--- src/rtl/reg_wb_arbiter.sv ---
// Write-back arbiter for the 16x16 register file: merges ALU results and load returns onto one write port.
// Optional build macro ZERO_REG_GUARD_EN makes register 0 unwritable and invisible to the hazard query.
module reg_wb_arbiter #(
    parameter int DATA_W     = 16,
    parameter int ADDR_W     = 4,
    parameter int FIFO_DEPTH = 4
) (
    input  logic                          Clk,
    input  logic                          Clear,
    input  logic                          alu_valid,
    input  logic [ADDR_W-1:0]             alu_addr,
    input  logic [DATA_W-1:0]             alu_data,
    input  logic                          mem_valid,
    input  logic [ADDR_W-1:0]             mem_addr,
    input  logic [DATA_W-1:0]             mem_data,
    output logic                          mem_ready,
    output logic [DATA_W-1:0]             C,
    output logic [ADDR_W-1:0]             Caddr,
    output logic                          Load,
    output logic [$clog2(FIFO_DEPTH):0]   pend_count,
    input  logic [ADDR_W-1:0]             qry_addr,
    output logic                          qry_hit,
    output logic                          err_ovf
);

    localparam int PTR_W = $clog2(FIFO_DEPTH);
    localparam int CNT_W = PTR_W + 1;

`ifdef ZERO_REG_GUARD_EN
    localparam bit ZERO_GUARD = 1'b1;
`else
    localparam bit ZERO_GUARD = 1'b0;
`endif

    logic [ADDR_W-1:0] fifo_addr [FIFO_DEPTH];
    logic [DATA_W-1:0] fifo_data [FIFO_DEPTH];
    logic [FIFO_DEPTH-1:0] fifo_vld;
    logic [FIFO_DEPTH-1:0] fifo_kill;
    logic [PTR_W-1:0] rd_ptr;
    logic [PTR_W-1:0] wr_ptr;

    logic fifo_empty;
    logic pop;
    logic bypass;
    logic mem_zero;
    logic push;
    logic ovf;
    logic wr_en;
    logic [ADDR_W-1:0] wr_addr;
    logic [DATA_W-1:0] wr_data;

    assign fifo_empty = (pend_count == '0);
    assign mem_ready  = (pend_count < CNT_W'(FIFO_DEPTH));
    assign pop        = !alu_valid && !fifo_empty;
    assign bypass     = !alu_valid && fifo_empty && mem_valid;
    assign mem_zero   = ZERO_GUARD && (mem_addr == '0);
    assign push       = mem_valid && !bypass && mem_ready && !mem_zero;
    assign ovf        = mem_valid && !bypass && !mem_ready && !mem_zero;

    // NOTE: every always_comb output gets a default first so no path can infer a latch.
    always_comb begin
        wr_en   = 1'b0;
        wr_addr = alu_addr;
        wr_data = alu_data;
        if (alu_valid) begin
            wr_en = 1'b1;
        end else if (pop) begin
            wr_en   = !fifo_kill[rd_ptr];
            wr_addr = fifo_addr[rd_ptr];
            wr_data = fifo_data[rd_ptr];
        end else if (mem_valid) begin
            wr_en   = 1'b1;
            wr_addr = mem_addr;
            wr_data = mem_data;
        end
        if (ZERO_GUARD && (wr_addr == '0)) wr_en = 1'b0;
    end

    // Killed entries are stale (an ALU write to the same register superseded them).
    always_comb begin
        qry_hit = 1'b0;
        for (int i = 0; i < FIFO_DEPTH; i++) begin
            if (fifo_vld[i] && !fifo_kill[i] && (fifo_addr[i] == qry_addr)) qry_hit = 1'b1;
        end
        if (Load && (Caddr == qry_addr)) qry_hit = 1'b1;
        if (ZERO_GUARD && (qry_addr == '0)) qry_hit = 1'b0;
    end

    // NOTE: sequential state uses non-blocking assignments so every register samples pre-edge values.
    always_ff @(posedge Clk) begin
        if (!Clear) begin
            Load       <= 1'b0;
            C          <= '0;
            Caddr      <= '0;
            err_ovf    <= 1'b0;
            pend_count <= '0;
            rd_ptr     <= '0;
            wr_ptr     <= '0;
            fifo_vld   <= '0;
            fifo_kill  <= '0;
        end else begin
            Load <= wr_en;
            if (wr_en) begin
                C     <= wr_data;
                Caddr <= wr_addr;
            end
            if (ovf) err_ovf <= 1'b1;

            // Only entries already present are killed; the slot being pushed is not yet valid.
            if (alu_valid) begin
                for (int i = 0; i < FIFO_DEPTH; i++) begin
                    if (fifo_vld[i] && (fifo_addr[i] == alu_addr)) fifo_kill[i] <= 1'b1;
                end
            end
            if (pop) begin
                fifo_vld[rd_ptr] <= 1'b0;
                rd_ptr           <= rd_ptr + PTR_W'(1);
            end
            if (push) begin
                fifo_vld[wr_ptr]  <= 1'b1;
                fifo_kill[wr_ptr] <= 1'b0;
                wr_ptr            <= wr_ptr + PTR_W'(1);
            end

            unique case ({push, pop})
                2'b10:   pend_count <= pend_count + CNT_W'(1);
                2'b01:   pend_count <= pend_count - CNT_W'(1);
                default: pend_count <= pend_count;
            endcase
        end
    end

    // NOTE: payload storage has no reset; validity is tracked by fifo_vld, which is reset.
    always_ff @(posedge Clk) begin
        if (push) begin
            fifo_addr[wr_ptr] <= mem_addr;
            fifo_data[wr_ptr] <= mem_data;
        end
    end

endmodule

--- config.mk ---
export PLATFORM = sky130hd
export DESIGN_NAME = reg_wb_arbiter
export DESIGN_NICKNAME = d
export VERILOG_FILES = /design/src/rtl/reg_wb_arbiter.sv
export SDC_FILE = /design/constraint.sdc
export NUM_CORES = 1
export LEC_CHECK = 0
export CORE_MARGIN = 8
export CORE_UTILIZATION = 42
export CTS_CLUSTER_SIZE = 30
export DETAILED_ROUTE_END_ITERATION = 10
export GPL_TIMING_DRIVEN = 0
export MAX_ROUTING_LAYER = met4
export PLACE_DENSITY_LB_ADDON = 0.1
export SLEW_MARGIN = 20
export SYNTH_ARGS = -nofsm -noshare
export SYNTH_HDL_FRONTEND = slang
export SYNTH_SLANG_ARGS = --single-unit
--- constraint.sdc ---
create_clock -name Clk -period 2.94 [get_ports Clk]
set_input_delay 0.294 -clock Clk [delete_from_list [all_inputs] [get_ports Clk]]
set_output_delay 0.294 -clock Clk [all_outputs]
set_load 0.02 [all_outputs]
# After elaboration in Yosys (flattened, before gate mapping)
# Memory sizes are Yosys's and may differ from the RTL's. A register that Yosys moved wholly into a read port is not among the register bits.
# Cells that the tools add are included.
word_totals:
  mem_bits_rw: 80
  memories: 2
  wordCells: 105
  regBits: 37
memory_table:
  columns: ["name", "depth", "word_bits", "read_ports", "rd_clocked_by_memory_dff", "write_ports", "line", "source"]
  rows:
  - ["fifo_data", 4, 16, 1, 1, 1, "36", "logic [DATA_W-1:0] fifo_data [FIFO_DEPTH];"]
  - ["fifo_addr", 4, 4, 5, 1, 1, "35", "logic [ADDR_W-1:0] fifo_addr [FIFO_DEPTH];"]
classes:
  addsub: 4
  eq_ne: 11
  mux: 37
  reduce_logical: 32
  bitwise: 5
  order_cmp: 5
op_table:
  columns: ["cell", "n"]
  rows:
  - ["16-bit 2-to-1 mux", 3]
  - ["4-bit equality test", 9]
  - ["4-bit 2-to-1 mux", 9]
  - ["1-bit logical AND", 21]
  - ["1-bit 2-to-1 mux", 17]
  - ["1-bit logical NOT", 9]
  - ["4-bit AND", 2]
  - ["2-bit 2-to-1 mux", 4]
  - ["4-bit inverter", 2]
  - ["2-bit by 3-bit less-than comparator with 1-bit output (second input constant)", 2]
  - ["3-bit one-hot mux with 2 select lines", 1]
  - ["2-bit by 1-bit adder with 2-bit output (second input constant)", 2]
  - ["1-bit demux with 2-bit select", 2]
  - ["2-bit by 1-bit >= comparator with 1-bit output (second input constant)", 2]
  - ["4-bit OR", 1]
  - ["3-bit by 1-bit adder with 3-bit output (second input constant)", 1]
  - ["3-bit logical NOT", 1]
  - ["3-bit less-than comparator (second input constant)", 1]
  - ["3-bit by 1-bit subtractor with 3-bit output (second input constant)", 1]
  - ["1-bit binary-select mux with 2-bit select", 1]
  - ["2-bit by 1-bit equality test with 1-bit output (second input constant)", 1]
  - ["2-bit equality test (second input constant)", 1]
  - ["2-bit nonzero test", 1]

# Logic depth before layout (Yosys ltp)
depth:
  ltp_word: 10
  mapped_depth: 11
  ltp_nobuf: 9

# Least setup slack after synthesis
# Ideal clock, no wire load.
synth_path:
  path_type: "register to register"
  from: "register pend_count[0]"
  to: "register pend_count[2]"
  slack_ns: 0.473
  t_required_ns: 2.864
  n_path_buf: 3
  path_stages_with_launch: 12
  arrival_ns: 2.391
  path_cell_list: "dfxtp_1 -> or3_1 -> buf_2 -> nor2b_4 -> buf_6 -> buf_2 -> ha_1 -> inv_1 -> fa_1 -> xor2_1 -> or3_1 -> a21boi_0"
synth_between:
  elab_cells_between_ends: 15
  cone_classes: "add/sub: 2; order compare: 1; eq/ne: 2; mux: 1; reduce/logical: 9"
synth_lines:
  columns: ["element", "line", "source"]
  rows:
  - ["from (decl)", "20", "output logic [$clog2(FIFO_DEPTH):0] pend_count,"]
  - ["from (signal assigned)", "126", "2'b10: pend_count <= pend_count + CNT_W'(1);"]
  - ["from (signal assigned)", "127", "2'b01: pend_count <= pend_count - CNT_W'(1);"]
  - ["from (signal assigned)", "128", "default: pend_count <= pend_count;"]
  - ["3-bit logical NOT (*)", "52", "assign fifo_empty = (pend_count == '0);"]
  - ["1-bit logical NOT (*)", "54", "assign pop = !alu_valid && !fifo_empty;"]
  - ["1-bit logical AND (*)", "54", null]
  - ["via pop", "43", "logic pop;"]
  - ["2-bit by 1-bit equality test with 1-bit output or 2-bit equality test (tied branches)", "125", "unique case ({push, pop})"]
  - ["3-bit one-hot mux with 2 select lines or 2-bit nonzero test (tied branches)", null, null]
# The timed path passes the listed nets; every way through them passes the cells marked *.
# A chain may end at the register's enable or synchronous reset.

# Worst setup path in the final report
# Same ends and word-level chain as after synthesis.

==> results.md <==
• Setup Fix Bufs, Post-CTS: 0
• unrepaired setup endpoints after global routing: no
• vias: 3462
• number of hold-slack violations in the final timing report: 0
• # IOs: 75
• Die H: 128 um
• cell depth of the worst min-delay path: 3
• filler cell count in the final layout: 1054
• total of flip-flops plus latches after synthesis: 119
• Syn Area/Cell: 13.6 um^2
• # Max-Cap Violations: 0
• die area: 0.0165 mm^2
• cell with the biggest individual delay on the critical path: dfxtp_1
• power per unit of standard cell area: 887 mW/mm^2
• FF-to-FF setup slack: 0.31 ns
• Rows: 41
• number of distinct standard cells referenced by the synthesized netlist: 42
• leading area contributor after synthesis: edfxtp_1
• chain of cells forming the critical path: or3_1 -> buf_2 -> nor2b_4 -> buf_6 -> buf_2 -> ha_1 -> inv_1 -> fa_1 -> xor2_1 -> or3_1 -> a21boi_0
• later-pin clock latency in the skew report: 0.41 ns
• overall routed net length: 12.8 mm
• most repeated cell in the gate-level netlist after synthesis: edfxtp_1
• Syn-to-layout area delta: 26.6%
• slew of the pin with the lowest slew margin: 1.04 ns
• path class of the lowest-slack min-delay path: in2reg
• Iteration-0 DRC Markers: 231
• r2r worst-path depth: 11
• mean routed wirelength per cell: 19.4 um
• overall die width: 128 um
• number of buffers and inverters on the critical path: 4
• Core Region: 0.0125 mm^2
• highest signal layer in the routed design: met4
• number of instances in the synthesized netlist: 391
• number of setup violations in the final report: 0
• number of buffers on the longest clock path: 2
• path type of the worst setup path: reg2reg
• Setup TNS: 0 ns
• n_diodes: 0
• wire length on met2: 6.39 mm
• clock transition at the registers of the reported paths: 0.06 ns
• count of buffers inserted at the top-level ports: 65
• Static Leak: 2.50 nW
• Final Wtd Congestion: 0.804
• async set-reset flop share out of synthesis: 0
• Met3 Wirelength: 558 um
• most used flip-flop cell after synthesis: edfxtp_1
• fraction of layout cells with a size suffix above 1: 0.129
• pin count of the biggest net entering global routing: 21
• final net count: 533
• time the worst path needs with I/O delays and setup: 2.63 ns
• cell at the root of the clock tree: clkbuf_16
• worst relative slew slack: 0.309
• Worst EP arrival: 2.97 ns
• synthesized net count: 449
• aggregate global-route resource usage: 0.171
• nature of the critical path startpoint: register
• antenna violations before repair: 0
• Gates resized, CTS repair: 0
• part of the Yosys area used for sequential elements: 0.601
• main area contributors after synthesis: edfxtp_1, dfxtp_1, mux4_2, o211a_1, xor2_1
• result of the run: finished clean
• initial core utilization: 0.425
• sum of routed wire segments on met1: 5.69 mm
• commonest cells in the synthesized netlist: edfxtp_1, dfxtp_1, nand2_1
• filler-free cell count of the finished design: 660
• detailed-route DRC error count: 0
• DR pass1 iterations: 7
• worst clock skew: 0.00972 ns
• post-route core utilization: 0.538
• minimum setup slack after placement: 0.222 ns
• endpoint of the worst register-to-register path: pend_count[2]$_SDFFE_PN0P_
• Design Power: 5.95 mW
• number of H-tree branching levels: 4
• number of synthesized flops with an enable pin: 80
• total count of max-transition violations in the final report: 0
• summed instance area of the synthesized netlist: 0.00530 mm^2
• vias in the first global route: 3651
• wire length of the first global-routing pass: 20.4 mm
• Warnings, synthesis: 0
• Hold Crit Start: alu_valid
• TritonCTS clock tree: built
• Worst Setup End Kind: register
• placed wire-length estimate: 8.82 mm
• smallest setup slack after layout: 0.306 ns
• critical register-to-register path startpoint: pend_count[0]$_SDFFE_PN0P_
• global route overflow: 0
• Largest delay share family, worst path: buffers and inverters
• Vias/cell: 5.25
• share of the synthesized area in the top cell type: 0.453
• highest clock frequency the design can meet: 380 MHz
• CP required: 3.28 ns
• largest incremental delay on the critical path: 0.41 ns
• CTS Buf Count: 17
• largest fanout on the critical path: 10
• Period Utilization, post-route: 0.896
• Antenna Nets Post-Route: 0
• worst-case vdd ir drop: 464 uV
• clock sink count: 119
• placed cells: 628
• CTS Hold Bufs: 0
• hold path endpoint: fifo_kill[2]$_SDFF_PN0_
## registers in the layout (all words and copies together), names as in the netlist, named ones only
register,flops
C,16
Caddr,4
Load,1
err_ovf,1
fifo_addr,16
fifo_data,64
fifo_kill,4
fifo_vld,4
pend_count,3
rd_ptr,2
wr_ptr,2
## through the flow
step                      hold WS [ns]  area [um^2]
after global placement           0.462         6170
after global routing             0.269         6710
after detailed placement         0.472         6170
after CTS                        0.233         6710
after floorplan                  0.393         5300
final                            0.246         6710
## worst min-delay path: stages
cell and delay [ns]:
buf_2 0.17, nand4_1 0.09, a21oi_1 0.06
## worst max path at each step
stage	startpoint	cells after the start	to	slack, ns
after floorplan	pend_count[0]$_SDFFE_PN0P_	11	pend_count[2]$_SDFFE_PN0P_	0.47
after global placement	mem_valid	5	fifo_data[1][13]$_DFFE_PP_	0.25
after detailed placement	mem_valid	5	fifo_data[1][13]$_DFFE_PP_	0.22
after CTS	pend_count[0]$_SDFFE_PN0P_	11	pend_count[2]$_SDFFE_PN0P_	0.28
after global routing	pend_count[0]$_SDFFE_PN0P_	11	pend_count[2]$_SDFFE_PN0P_	0.12
final	pend_count[0]$_SDFFE_PN0P_	11	pend_count[2]$_SDFFE_PN0P_	0.31
## final cells by class
| class | instances | area, um^2 | area share |
|---|---|---|---|
| clock inverter | 5 | 50.0 | 0.00746 |
| multi-input combinational | 219 | 1870 | 0.279 |
| buffer | 28 | 149 | 0.0222 |
| sequential | 119 | 3180 | 0.474 |
| tap | 172 | 215 | 0.0321 |
| timing repair buffer | 65 | 651 | 0.0970 |
| clock buffer | 27 | 493 | 0.0735 |
| inverter | 25 | 93.8 | 0.0140 |
## cells in the final DEF, fill, tap and decap left out, types with 3 or more instances in the layout
master | Yosys | final
mux4_2 | 21 | 21
a22oi_1 | 19 | 19
inv_1 | 25 | 25
nand3_1 | 20 | 20
nand2_1 | 38 | 38
buf_2 | 8 | 8
clkbuf_1 | 13 | 20
clkbuf_8 | 0 | 3
o22ai_1 | 3 | 3
nand4_1 | 3 | 3
o211a_1 | 19 | 19
nor3_1 | 10 | 10
dfxtp_1 | 39 | 39
a21boi_0 | 5 | 5
clkbuf_16 | 0 | 17
and2_1 | 6 | 6
xor2_1 | 20 | 20
edfxtp_1 | 80 | 80
clkdlybuf4s50_1 | 0 | 65
a21oi_1 | 4 | 4
nor2b_1 | 4 | 4
xnor2_1 | 11 | 11
ha_1 | 9 | 9
a222oi_1 | 3 | 3
clkinv_2 | 0 | 4
o211ai_1 | 3 | 3
buf_6 | 3 | 3
mux2i_1 | 3 | 3
## cells by family after synthesis
| family | count (synthesis) | synth area share |
|---|---|---|
| flip-flops | 119 | 0.601 |
| AND/OR/NAND/NOR | 90 | 0.0826 |
| AO/OA/AOI/OAI | 64 | 0.0999 |
| buffers and inverters | 53 | 0.0458 |
| XOR/XNOR | 31 | 0.0512 |
| multiplexers | 24 | 0.0949 |
| adder cells (fa/ha/maj) | 10 | 0.0250 |
## where the power goes
group          leakage, nW  switching (mW)  total [mW]  internal (mW)
registers             1.05           0.158        2.24           2.08
logic                 1.18           0.953        1.81          0.859
clock network        0.269           0.679        1.90           1.22
## routing by layer
layer  vias to the layer above  global-route usage
met5                         -                   -
met4                         0              0.0699
met3                        13              0.0352
met2                       100               0.269
met1                      1721               0.210
li1                       1628                   -
Note: power is estimated with default switching activity, not from simulation.
